**src/rtl/pool1_relu_if.sv**
```systemverilog
`default_nettype none
// ============================================================================
// pool1_relu_if : pixel-in / pooled-result-out stream bundle for pool1_relu
// Rev 1.0
// ============================================================================
interface pool1_relu_if #(
   parameter int ADDR_W = 9
) ();
   logic              start;
   logic              in_valid;
   logic [7:0]        in_pixel;
   logic              out_valid;
   logic [7:0]        out_pixel;
   logic [ADDR_W-1:0] out_addr;
   logic              done;

   modport master (
      output start, in_valid, in_pixel,
      input  out_valid, out_pixel, out_addr, done
   );

   modport slave (
      input  start, in_valid, in_pixel,
      output out_valid, out_pixel, out_addr, done
   );
endinterface
`default_nettype wire

```
**src/rtl/pool1_relu.sv**
```systemverilog
`default_nettype none
// ============================================================================
// pool1_relu : streaming ReLU + 2x2/stride-2 max-pool behind conv1
// Rev 1.0
// ============================================================================
module pool1_relu #(
   parameter int IN_H   = 14,
   parameter int IN_W   = 13,
   parameter int CHAN   = 10,
   parameter int PH     = IN_H / 2,
   parameter int PW     = IN_W / 2,
   parameter int ADDR_W = 9
) (
   input  logic         clk,
   input  logic         rst_n,
   pool1_relu_if.slave  bus
);

   localparam int c_col_w = (IN_W > 1) ? $clog2(IN_W) : 1;
   localparam int c_row_w = (IN_H > 1) ? $clog2(IN_H) : 1;
   localparam int c_ch_w  = (CHAN > 1) ? $clog2(CHAN + 1) : 1;
   localparam int c_lb_w  = (PW > 1) ? $clog2(PW) : 1;

   localparam logic [c_col_w-1:0] c_col_last = c_col_w'(IN_W - 1);
   localparam logic [c_row_w-1:0] c_row_last = c_row_w'(IN_H - 1);
   localparam logic [c_ch_w-1:0]  c_ch_last  = c_ch_w'(CHAN - 1);
   localparam logic [c_col_w:0]   c_col_lim  = (c_col_w + 1)'(2 * PW);
   localparam logic [c_row_w:0]   c_row_lim  = (c_row_w + 1)'(2 * PH);

   typedef enum logic [1:0] {
      S_IDLE = 2'd0,
      S_RUN  = 2'd1,
      S_DONE = 2'd2
   } state_t;

   state_t              r_state;
   state_t              w_state_nxt;

   logic [c_col_w-1:0]  r_col;
   logic [c_row_w-1:0]  r_row;
   logic [c_ch_w-1:0]   r_ch;
   logic [ADDR_W-1:0]   r_addr;
   logic [7:0]          r_hold;
   logic [7:0]          r_linebuf [PW];
   logic                r_out_valid;
   logic [7:0]          r_out_pixel;
   logic [ADDR_W-1:0]   r_out_addr;

   logic                w_accept;
   logic                w_last;
   logic                w_in_win;
   logic [c_lb_w-1:0]   w_lb_idx;
   logic [7:0]          w_relu;
   logic [7:0]          w_pair;
   logic [7:0]          w_lb;
   logic [7:0]          w_pool;

   assign w_accept = (r_state == S_RUN) && bus.in_valid && !bus.start;
   assign w_last   = w_accept && (r_col == c_col_last) && (r_row == c_row_last)
                     && (r_ch == c_ch_last);
   assign w_in_win = ({1'b0, r_col} < c_col_lim) && ({1'b0, r_row} < c_row_lim);
   assign w_lb_idx = c_lb_w'(r_col >> 1);

   // After ReLU every operand is 0..127, so unsigned compares order them correctly.
   assign w_relu = bus.in_pixel[7] ? 8'd0 : bus.in_pixel;
   assign w_pair = (r_hold > w_relu) ? r_hold : w_relu;
   assign w_lb   = r_linebuf[w_lb_idx];
   assign w_pool = (w_lb > w_pair) ? w_lb : w_pair;

   always_ff @(posedge clk or negedge rst_n) begin
      if (!rst_n) begin
         r_state <= S_IDLE;
      end else begin
         r_state <= w_state_nxt;
      end
   end

   always_comb begin
      w_state_nxt = r_state;
      case (r_state)
         S_IDLE:  if (bus.start) w_state_nxt = S_RUN;
         S_RUN: begin
            if (bus.start) begin
               w_state_nxt = S_RUN;
            end else if (w_last) begin
               w_state_nxt = S_DONE;
            end
         end
         S_DONE:  if (bus.start) w_state_nxt = S_RUN;
         default: w_state_nxt = S_IDLE;
      endcase
   end

   always_ff @(posedge clk or negedge rst_n) begin
      if (!rst_n) begin
         r_col       <= '0;
         r_row       <= '0;
         r_ch        <= '0;
         r_addr      <= '0;
         r_hold      <= '0;
         r_out_valid <= 1'b0;
         r_out_pixel <= '0;
         r_out_addr  <= '0;
         for (int i = 0; i < PW; i++) begin
            r_linebuf[i] <= '0;
         end
      end else begin
         r_out_valid <= 1'b0;
         if (bus.start) begin
            r_col  <= '0;
            r_row  <= '0;
            r_ch   <= '0;
            r_addr <= '0;
         end else if (w_accept) begin
            if (r_col == c_col_last) begin
               r_col <= '0;
               if (r_row == c_row_last) begin
                  r_row <= '0;
                  r_ch  <= r_ch + 1'b1;
               end else begin
                  r_row <= r_row + 1'b1;
               end
            end else begin
               r_col <= r_col + 1'b1;
            end

            // Odd trailing row/column fall outside every pooling window.
            if (w_in_win) begin
               if (!r_col[0]) begin
                  r_hold <= w_relu;
               end else if (!r_row[0]) begin
                  r_linebuf[w_lb_idx] <= w_pair;
               end else begin
                  r_out_valid <= 1'b1;
                  r_out_pixel <= w_pool;
                  r_out_addr  <= r_addr;
                  r_addr      <= r_addr + 1'b1;
               end
            end
         end
      end
   end

   assign bus.out_valid = r_out_valid;
   assign bus.out_pixel = r_out_pixel;
   assign bus.out_addr  = r_out_addr;
   assign bus.done      = (r_state == S_DONE);

endmodule
`default_nettype wire

```
**src/flat_wrapper.sv**
```systemverilog
// flat-port wrapper written by rule: the top's interface ports become plain ports
module pool1_relu_flat 
#(
   parameter int IN_H   = 14,
   parameter int IN_W   = 13,
   parameter int CHAN   = 10,
   parameter int PH     = IN_H / 2,
   parameter int PW     = IN_W / 2,
   parameter int ADDR_W = 9
)
  (clk, rst_n, bus_start, bus_in_valid, bus_in_pixel, bus_out_valid, bus_out_pixel, bus_out_addr, bus_done);
  pool1_relu_if #(.ADDR_W(ADDR_W)) bus_i ();
  input  logic clk;
  input  logic rst_n;
  input wire logic [$bits(bus_i.start)-1:0] bus_start;
  input wire logic [$bits(bus_i.in_valid)-1:0] bus_in_valid;
  input wire logic [$bits(bus_i.in_pixel)-1:0] bus_in_pixel;
  output wire logic [$bits(bus_i.out_valid)-1:0] bus_out_valid;
  output wire logic [$bits(bus_i.out_pixel)-1:0] bus_out_pixel;
  output wire logic [$bits(bus_i.out_addr)-1:0] bus_out_addr;
  output wire logic [$bits(bus_i.done)-1:0] bus_done;
  assign bus_i.start = bus_start;
  assign bus_i.in_valid = bus_in_valid;
  assign bus_i.in_pixel = bus_in_pixel;
  assign bus_out_valid = bus_i.out_valid;
  assign bus_out_pixel = bus_i.out_pixel;
  assign bus_out_addr = bus_i.out_addr;
  assign bus_done = bus_i.done;
  pool1_relu #(.IN_H(IN_H), .IN_W(IN_W), .CHAN(CHAN), .PH(PH), .PW(PW), .ADDR_W(ADDR_W)) u_core (.clk(clk), .rst_n(rst_n), .bus(bus_i));
endmodule
```
**config.mk**
```make
export PLATFORM = sky130hd
export DESIGN_NAME = pool1_relu_flat
export DESIGN_NICKNAME = d
export VERILOG_FILES = /design/src/rtl/pool1_relu_if.sv /design/src/rtl/pool1_relu.sv /design/src/flat_wrapper.sv
export SDC_FILE = /design/constraint.sdc
export NUM_CORES = 1
export LEC_CHECK = 0
export ABC_AREA = 1
export BUFFER_PORTS_ARGS = -buffer_cell sky130_fd_sc_hd__buf_4
export CAP_MARGIN = 10
export CORE_UTILIZATION = 45
export DETAILED_ROUTE_END_ITERATION = 10
export PLACE_DENSITY = 0.73
export SYNTH_ARGS = -nofsm -noshare
export SYNTH_HDL_FRONTEND = slang
export SYNTH_SLANG_ARGS = --single-unit
```
**constraint.sdc**
```tcl
create_clock -name clk -period 3 [get_ports clk]
set_input_delay 0.3 -clock clk [delete_from_list [all_inputs] [get_ports clk]]
set_output_delay 0.3 -clock clk [all_outputs]
set_load 0.005 [all_outputs]
```
==> impl_metrics.toml, run 1 <==
[detailed_routing]
wl_per_cell_um = 15.06
postRouteWirelength_um = 12500
avgViaCountPerCell = 5.578
postRouteAntennaNets = 0
drtPass1Iterations = 5
drc_errors = 0
drt_iter0_markers = 371
vias = 4630

[final_layout]
antenna_cells = 0
final_cell_area_um2 = 5695
drive_gt1_share_pct = 16.28
area_growth_pct = 15.04
finalNetCount = 721
fin_util_pct = 54.20
stdcell_count = 830

[synth]
synth.most_common_cell = "nand2_1"
synth_top_area_share_pct = 44.98
yosys.area_share.simple_pct = 33.84
ys_async_sr_fraction_pct = 100.0
yosysTopAreaCell = "dfrtp_1"
synth_xor_area_share_pct = 0.3538
ys_top_cells_by_count = "nand2_1 (204), dfrtp_1 (89), nand3_1 (67)"
synth_edf_count = 0
synth_seq_cells = 89
synthMuxAreaShare_pct = 0.4296
synth_top_family_by_area = "simple AND/OR/NAND/NOR gates"
synth_compound_area_share_pct = 8.112
synth_cell_types = 35
synthCells = 637
synthFlopType = "dfrtp_1"
netlist_top_cells_area = "dfrtp_1 (45%), nand2_1 (15%), nand3_1 (6.8%)"
syn_area_per_cell_um2 = 7.772
ys_warn_count = 0
yosysSeqAreaShare_pct = 44.98
netlist_area_um2 = 4951
synth_fp_nets = 668
synthAdderAreaFrac_pct = 4.802

[power_and_ir_drop]
power_density_nw_per_um2 = 628.4
p_leak_nw = 2.976
vdd_ir_drop_max_uv = 440.6

[floorplan]
io-pin-count = 31
fp-row-count = 37
die_w_um = 106.9
die_h_um = 106.9
dieArea_um2 = 11430
initial_core_util_pct = 47.11
core_um2 = 10510

[setup_path]
endpoint_kind = "flop"
cp-start-kind = "flop"
criticalPathCategory = "flop to flop"
critPathCapture = "u_core.bus.out_pixel[3]$_DFFE_PN0P_"
crit_arrival_ns = 3.08
r2r-start = "u_core.r_hold[6]$_DFFE_PN0P_"
critPathLaunch = "u_core.r_hold[6]$_DFFE_PN0P_"
cp_max_fo = 12
rrSetupSlack_ns = 0.19
crit_required_ns = 3.26
rr_worst_depth = 18
reg2reg_to = "u_core.bus.out_pixel[3]$_DFFE_PN0P_"

[place]
dpl-instance-area_um2 = 5479
dpl.cell_count = 814
gp_congestion = 0.9266
io_buffers = 29
hpwl_um = 8991

[clock_network]
clk_latency_ns = 0.37
cts.htree.levels = 3
cts_sinks = 89
clockRootBuffer = "clkbuf_8"
cts_buffers = 9
cts_hold_buf = 0
path_clk_slew_ns = 0.09
cts_tree = "yes"
cts_buffer_depth = 2

[timing]
tns_ns = 0
finClkSkew_ns = 0.01213
finalMaxSlewViolations = 0
setup_viol = 0
clock.fmax_mhz = 355.3
period_share_pct = 93.82
final_hold_viol_count = 2
period_minus_slack_ns = 2.815
slew_headroom_pct = 49.14
whs_ns = -0.01020
tightest_slew_ns = 0.7628

[global_route]
grt_pass1_vias = 4328
grt_max_degree = 61
grt_use_total_pct = 23.50
antenna_found_initial = 0
grt_pass1_wl_um = 21110
grt_overflow = 0

[status]
status = "finished, violations left"
failed_checks = "hold timing"

[job]
max_cap_viol_count = 0

[hold_path]
holdCritPathClass = "primary input to async pin"
## final cells by class
cell class	instances	area (um^2)
multi-input cells	462	2365
repair buffers	67	506.7
clock inverters	6	68.82
flip-flops and latches	89	2228
well taps	136	170.2
inverters	61	232.7
fillers	984	4813
clock buffers	9	123.9
## worst min path at each step
stage | startpoint | to | slack (ns) | cells after the start
6_report | rst_n | u_core.r_linebuf[32]$_DFFE_PN0P_ | -0.01 | 1
5_1_grt | rst_n | u_core.r_col[1]$_DFFE_PN0P_ | 0.08 | 1
4_1_cts | rst_n | u_core.r_row[1]$_DFFE_PN0P_ | 0.03 | 1
3_5_place_dp | rst_n | u_core.r_row[1]$_DFFE_PN0P_ | 0.43 | 1
3_3_place_gp | rst_n | u_core.r_row[2]$_DFFE_PN0P_ | 0.42 | 1
2_1_floorplan | rst_n | u_core.bus.out_addr[0]$_DFFE_PN0P_ | 0.004 | 0
## logic make-up after synthesis
| logic type | count (synthesis) |
|---|---|
| buffers and inverters | 86 |
| adder cells (fa/ha/maj) | 19 |
| multiplexers | 2 |
| XOR/XNOR | 2 |
| other | 1 |
| AND/OR/NAND/NOR | 367 |
| flip-flops | 89 |
| AO/OA/AOI/OAI | 71 |
## metal layers
metal  vias to the layer above  routed length [um]  track usage [%]
met3                        24                 798            3.526
li1                       2191                   -                -
met2                       195                5933            37.93
met5                         -                   0                0
met1                      2220                5528            32.57
met4                         0                 235            7.436
## power breakdown
| part | total (mW) | internal [mW] | switching (mW) | leakage, nW |
|---|---|---|---|---|
| registers | 1.45 | 1.34 | 0.107 | 1.19 |
| clock network | 0.838 | 0.385 | 0.453 | 0.0957 |
| logic | 1.29 | 0.531 | 0.761 | 1.69 |
## cells in the final DEF (no fill, tap or decap), types with 2 or more instances in the layout
master,instances
a21oi_1,12
dfrtp_1,88
nand4_1,30
o22ai_1,3
xor2_1,2
clkinv_4,2
nor2_4,2
nand3_2,3
o31ai_1,2
o21ai_1,9
nor2_1,36
nand2_1,201
o21a_1,3
o21ai_0,34
inv_1,57
nand2_2,5
o21ai_2,8
inv_2,2
nand3_1,67
nor3_1,7
clkinvlp_4,2
nand3_4,2
nor2_2,4
nand3b_1,7
clkbuf_8,9
buf_4,66
ha_1,19
## what timing repair did
item | 4_1_cts | 5_1_grt
gates resized for setup | 0 | 6
endpoints found under the setup margin | 0 | 7
buffers inserted | 0 | 1
## per-stage QoR
step	power (mW)	hold WS [ns]	worst slack (ns)
2_1_floorplan	2.200	0.004409	0.1283
3_3_place_gp	2.665	0.4230	0.07022
3_5_place_dp	2.726	0.4266	-0.1408
5_1_grt	3.808	0.07589	-0.006113
4_1_cts	3.559	0.03321	0.1002
6_report	3.579	-0.01020	0.1855
## critical path: stages (launching register included)
cell and delay [ns]:
dfrtp_2 0.45, ha_1 0.30, and3_1 0.18, nand4_1 0.19, buf_6 0.21, nand3b_1 0.11
nand2_1 0.11, ha_1 0.31, nand2_1 0.06, inv_1 0.07, nand2_1 0.05, nand2_1 0.07
nand2_1 0.05, nand2_1 0.10, nand2_2 0.13, nor2_1 0.14, nor2_1 0.05, nand2_1 0.07
nand2_1 0.05
## flip-flops by register name (all words and copies together) (netlist names)
register,cells
u_core.bus.out_addr,9
u_core.r_row,4
u_core.r_hold,7
u_core.bus.out_pixel,7
u_core.bus.out_valid,1
u_core.r_linebuf,42
u_core.r_col,4
u_core.r_state,2
u_core.r_addr,9
u_core.r_ch,4
Note: power is estimated with default switching activity, not from simulation.
==> run 2, diff against run 1 <==
==> constraint.sdc (replaced) <==
create_clock -name clk -period 3 [get_ports clk]
set_input_delay 0.15 -clock clk [delete_from_list [all_inputs] [get_ports clk]]
set_output_delay 0.15 -clock clk [all_outputs]
set_load 0.005 [all_outputs]
==> impl_metrics.toml, run 2 (synthesis gave the netlist of run 1 again) <==
[floorplan]
initial_core_util_pct = 47.11
core_um2 = 10510
fp-row-count = 37
die_w_um = 106.9
die_h_um = 106.9
io-pin-count = 31
dieArea_um2 = 11430

[timing]
setup_viol = 0
slew_headroom_pct = 56.88
period_share_pct = 97.23
tightest_slew_ns = 0.6461
period_minus_slack_ns = 2.917
whs_ns = 0.09531
clock.fmax_mhz = 342.8
finClkSkew_ns = 0.01193
final_hold_viol_count = 0
finalMaxSlewViolations = 0

[final_layout]
drive_gt1_share_pct = 18.51
largest_register = "u_core.r_linebuf"
stdcell_count = 833
largest_reg_flops = 42
multi_input_area_um2 = 2456
fillers = 925
fin_util_pct = 55.32
final_cell_area_um2 = 5813
register_area_um2 = 2227
area_growth_pct = 17.41
antenna_cells = 0
layout_common_cells = "nand2_1 (193), dfrtp_1 (89), nand3_1 (66)"
layout_commonest_cell = "nand2_1"
finalNetCount = 723

[clock_network]
path_clk_slew_ns = 0.10
clk_latency_ns = 0.38
cts_buffer_depth = 2
cts_tree = "yes"
cts_sinks = 89
clockRootBuffer = "clkbuf_8"
cts_buffers = 9
cts.htree.levels = 3

[place]
hpwl_um = 8678
gp_congestion = 0.9431
io_buffers = 29
dpl-instance-area_um2 = 5381
dpl.cell_count = 801

[detailed_routing]
drc_errors = 0
postRouteAntennaNets = 0
wl_per_cell_um = 14.85
drt_iter0_markers = 347
avgViaCountPerCell = 5.508
postRouteWirelength_um = 12370
drtPass1Iterations = 5
vias = 4588

[power_and_ir_drop]
swShare_pct = 37.42
seqPwrFrac_pct = 39.3
power_frac_comb_pct = 36.4
p_int_mw = 2.298
power_density_nw_per_um2 = 631.8
vdd_ir_drop_max_uv = 468.4
total_power_mw = 3.673
pwr-share-clk_pct = 24.3
p_leak_nw = 3.005
p_switching_mw = 1.374

[hold_path]
holdCritPathClass = "primary input to flop"

[setup_path]
crit_required_ns = 3.32
endpoint_kind = "flop"
criticalPathCategory = "flop to flop"
crit_arrival_ns = 3.24
cp_max_fo = 7
cp-start-kind = "flop"

[global_route]
grt_pass1_vias = 4313
antenna_found_initial = 0
grt_use_total_pct = 22.86
grt_pass1_wl_um = 20290
grt_overflow = 0
grt_max_degree = 44

[job]
max_cap_viol_count = 0

[status]
status = "completed"
==> run 2: changes by cell type in the layout (fill, tap and decap cells not counted), moves of 2 or more <==
cell | previous run | this run
ha_4 | 0 | 4
clkinv_4 | 2 | 0
nand2_1 | 201 | 193
ha_1 | 19 | 15
inv_6 | 1 | 3
inv_8 | 0 | 2
buf_2 | 0 | 2
nand2_2 | 5 | 12
buf_4 | 66 | 64
clkinvlp_4 | 2 | 0
==> run 2: timing repair <==
item,4_1_cts,5_1_grt
resized for setup,0,22
endpoints found under the hold margin,41,0
endpoints found under the setup margin,0,7
buffers inserted,0,13
hold buffers,1,0
==> run 2: metrics by stage <==
stage	worst slack, ns	TNS (ns)
6_report	0.08298	0
5_1_grt	-0.06667	-0.3437
4_1_cts	0.1285	0
3_5_place_dp	0.006915	0
3_3_place_gp	0.1297	0
2_1_floorplan	0.2688	0
==> run 2: path summary, 6_finish.rpt <==
path                                          startpoint                                  end  slack, ns  depth (start not counted)
hold reg to reg            u_core.r_state[1]$_DFFE_PN0P_        u_core.r_state[0]$_DFFE_PN0P_       0.45                          1
setup / recovery            u_core.r_hold[6]$_DFFE_PN0P_  u_core.bus.out_pixel[1]$_DFFE_PN0P_       0.08                         16
hold / removal                                 bus_start         u_core.r_addr[5]$_DFFE_PN0P_        0.1                          2
setup reg to reg            u_core.r_hold[6]$_DFFE_PN0P_  u_core.bus.out_pixel[1]$_DFFE_PN0P_       0.08                         16
max in group asynchronous                          rst_n         u_core.r_hold[3]$_DFFE_PN0P_       1.89                          3
min in group asynchronous                          rst_n           u_core.r_ch[1]$_DFFE_PN0P_       0.30                          2
==> run 2: final cells by class <==
cell class / instances / share of cell area [%]
repair buffers: 69 / 8.997
multi-input cells: 462 / 42.25
well taps: 136 / 2.927
clock inverters: 7 / 1.442
clock buffers: 9 / 2.131
flip-flops and latches: 89 / 38.31
inverters: 61 / 3.939
==> run 2: critical path, cell delays in order (launching register included) <==
cell and delay [ns]:
dfrtp_1 0.45, ha_4 0.29, and3_4 0.18, nand4_1 0.23
buf_6 0.23, nand3b_1 0.18, nand2_2 0.13, ha_4 0.29
nand2_1 0.06, nor2_2 0.15, nand4_1 0.16, buf_4 0.19
nand3_1 0.08, nand2_1 0.05, inv_1 0.07, nand2_1 0.05
nand2_1 0.05
==> run 2: power groups by stage <==
stage	combinational, mW	clock [mW]	sequential [mW]
6_report	1.34	0.891	1.44
3_5_place_dp	1.15	0	1.46
5_1_grt	1.49	0.957	1.46
4_1_cts	1.15	0.909	1.44
2_1_floorplan	0.755	0	1.45
3_3_place_gp	1.11	0	1.46
==> run 2: per-layer routing <==
layer	GRT usage, %	vias up	wire length [um]
met3	4.985	35	737
met2	36.54	175	5876
met4	9.100	0	248
met5	0	-	0
li1	-	2206	-
met1	30.23	2172	5508
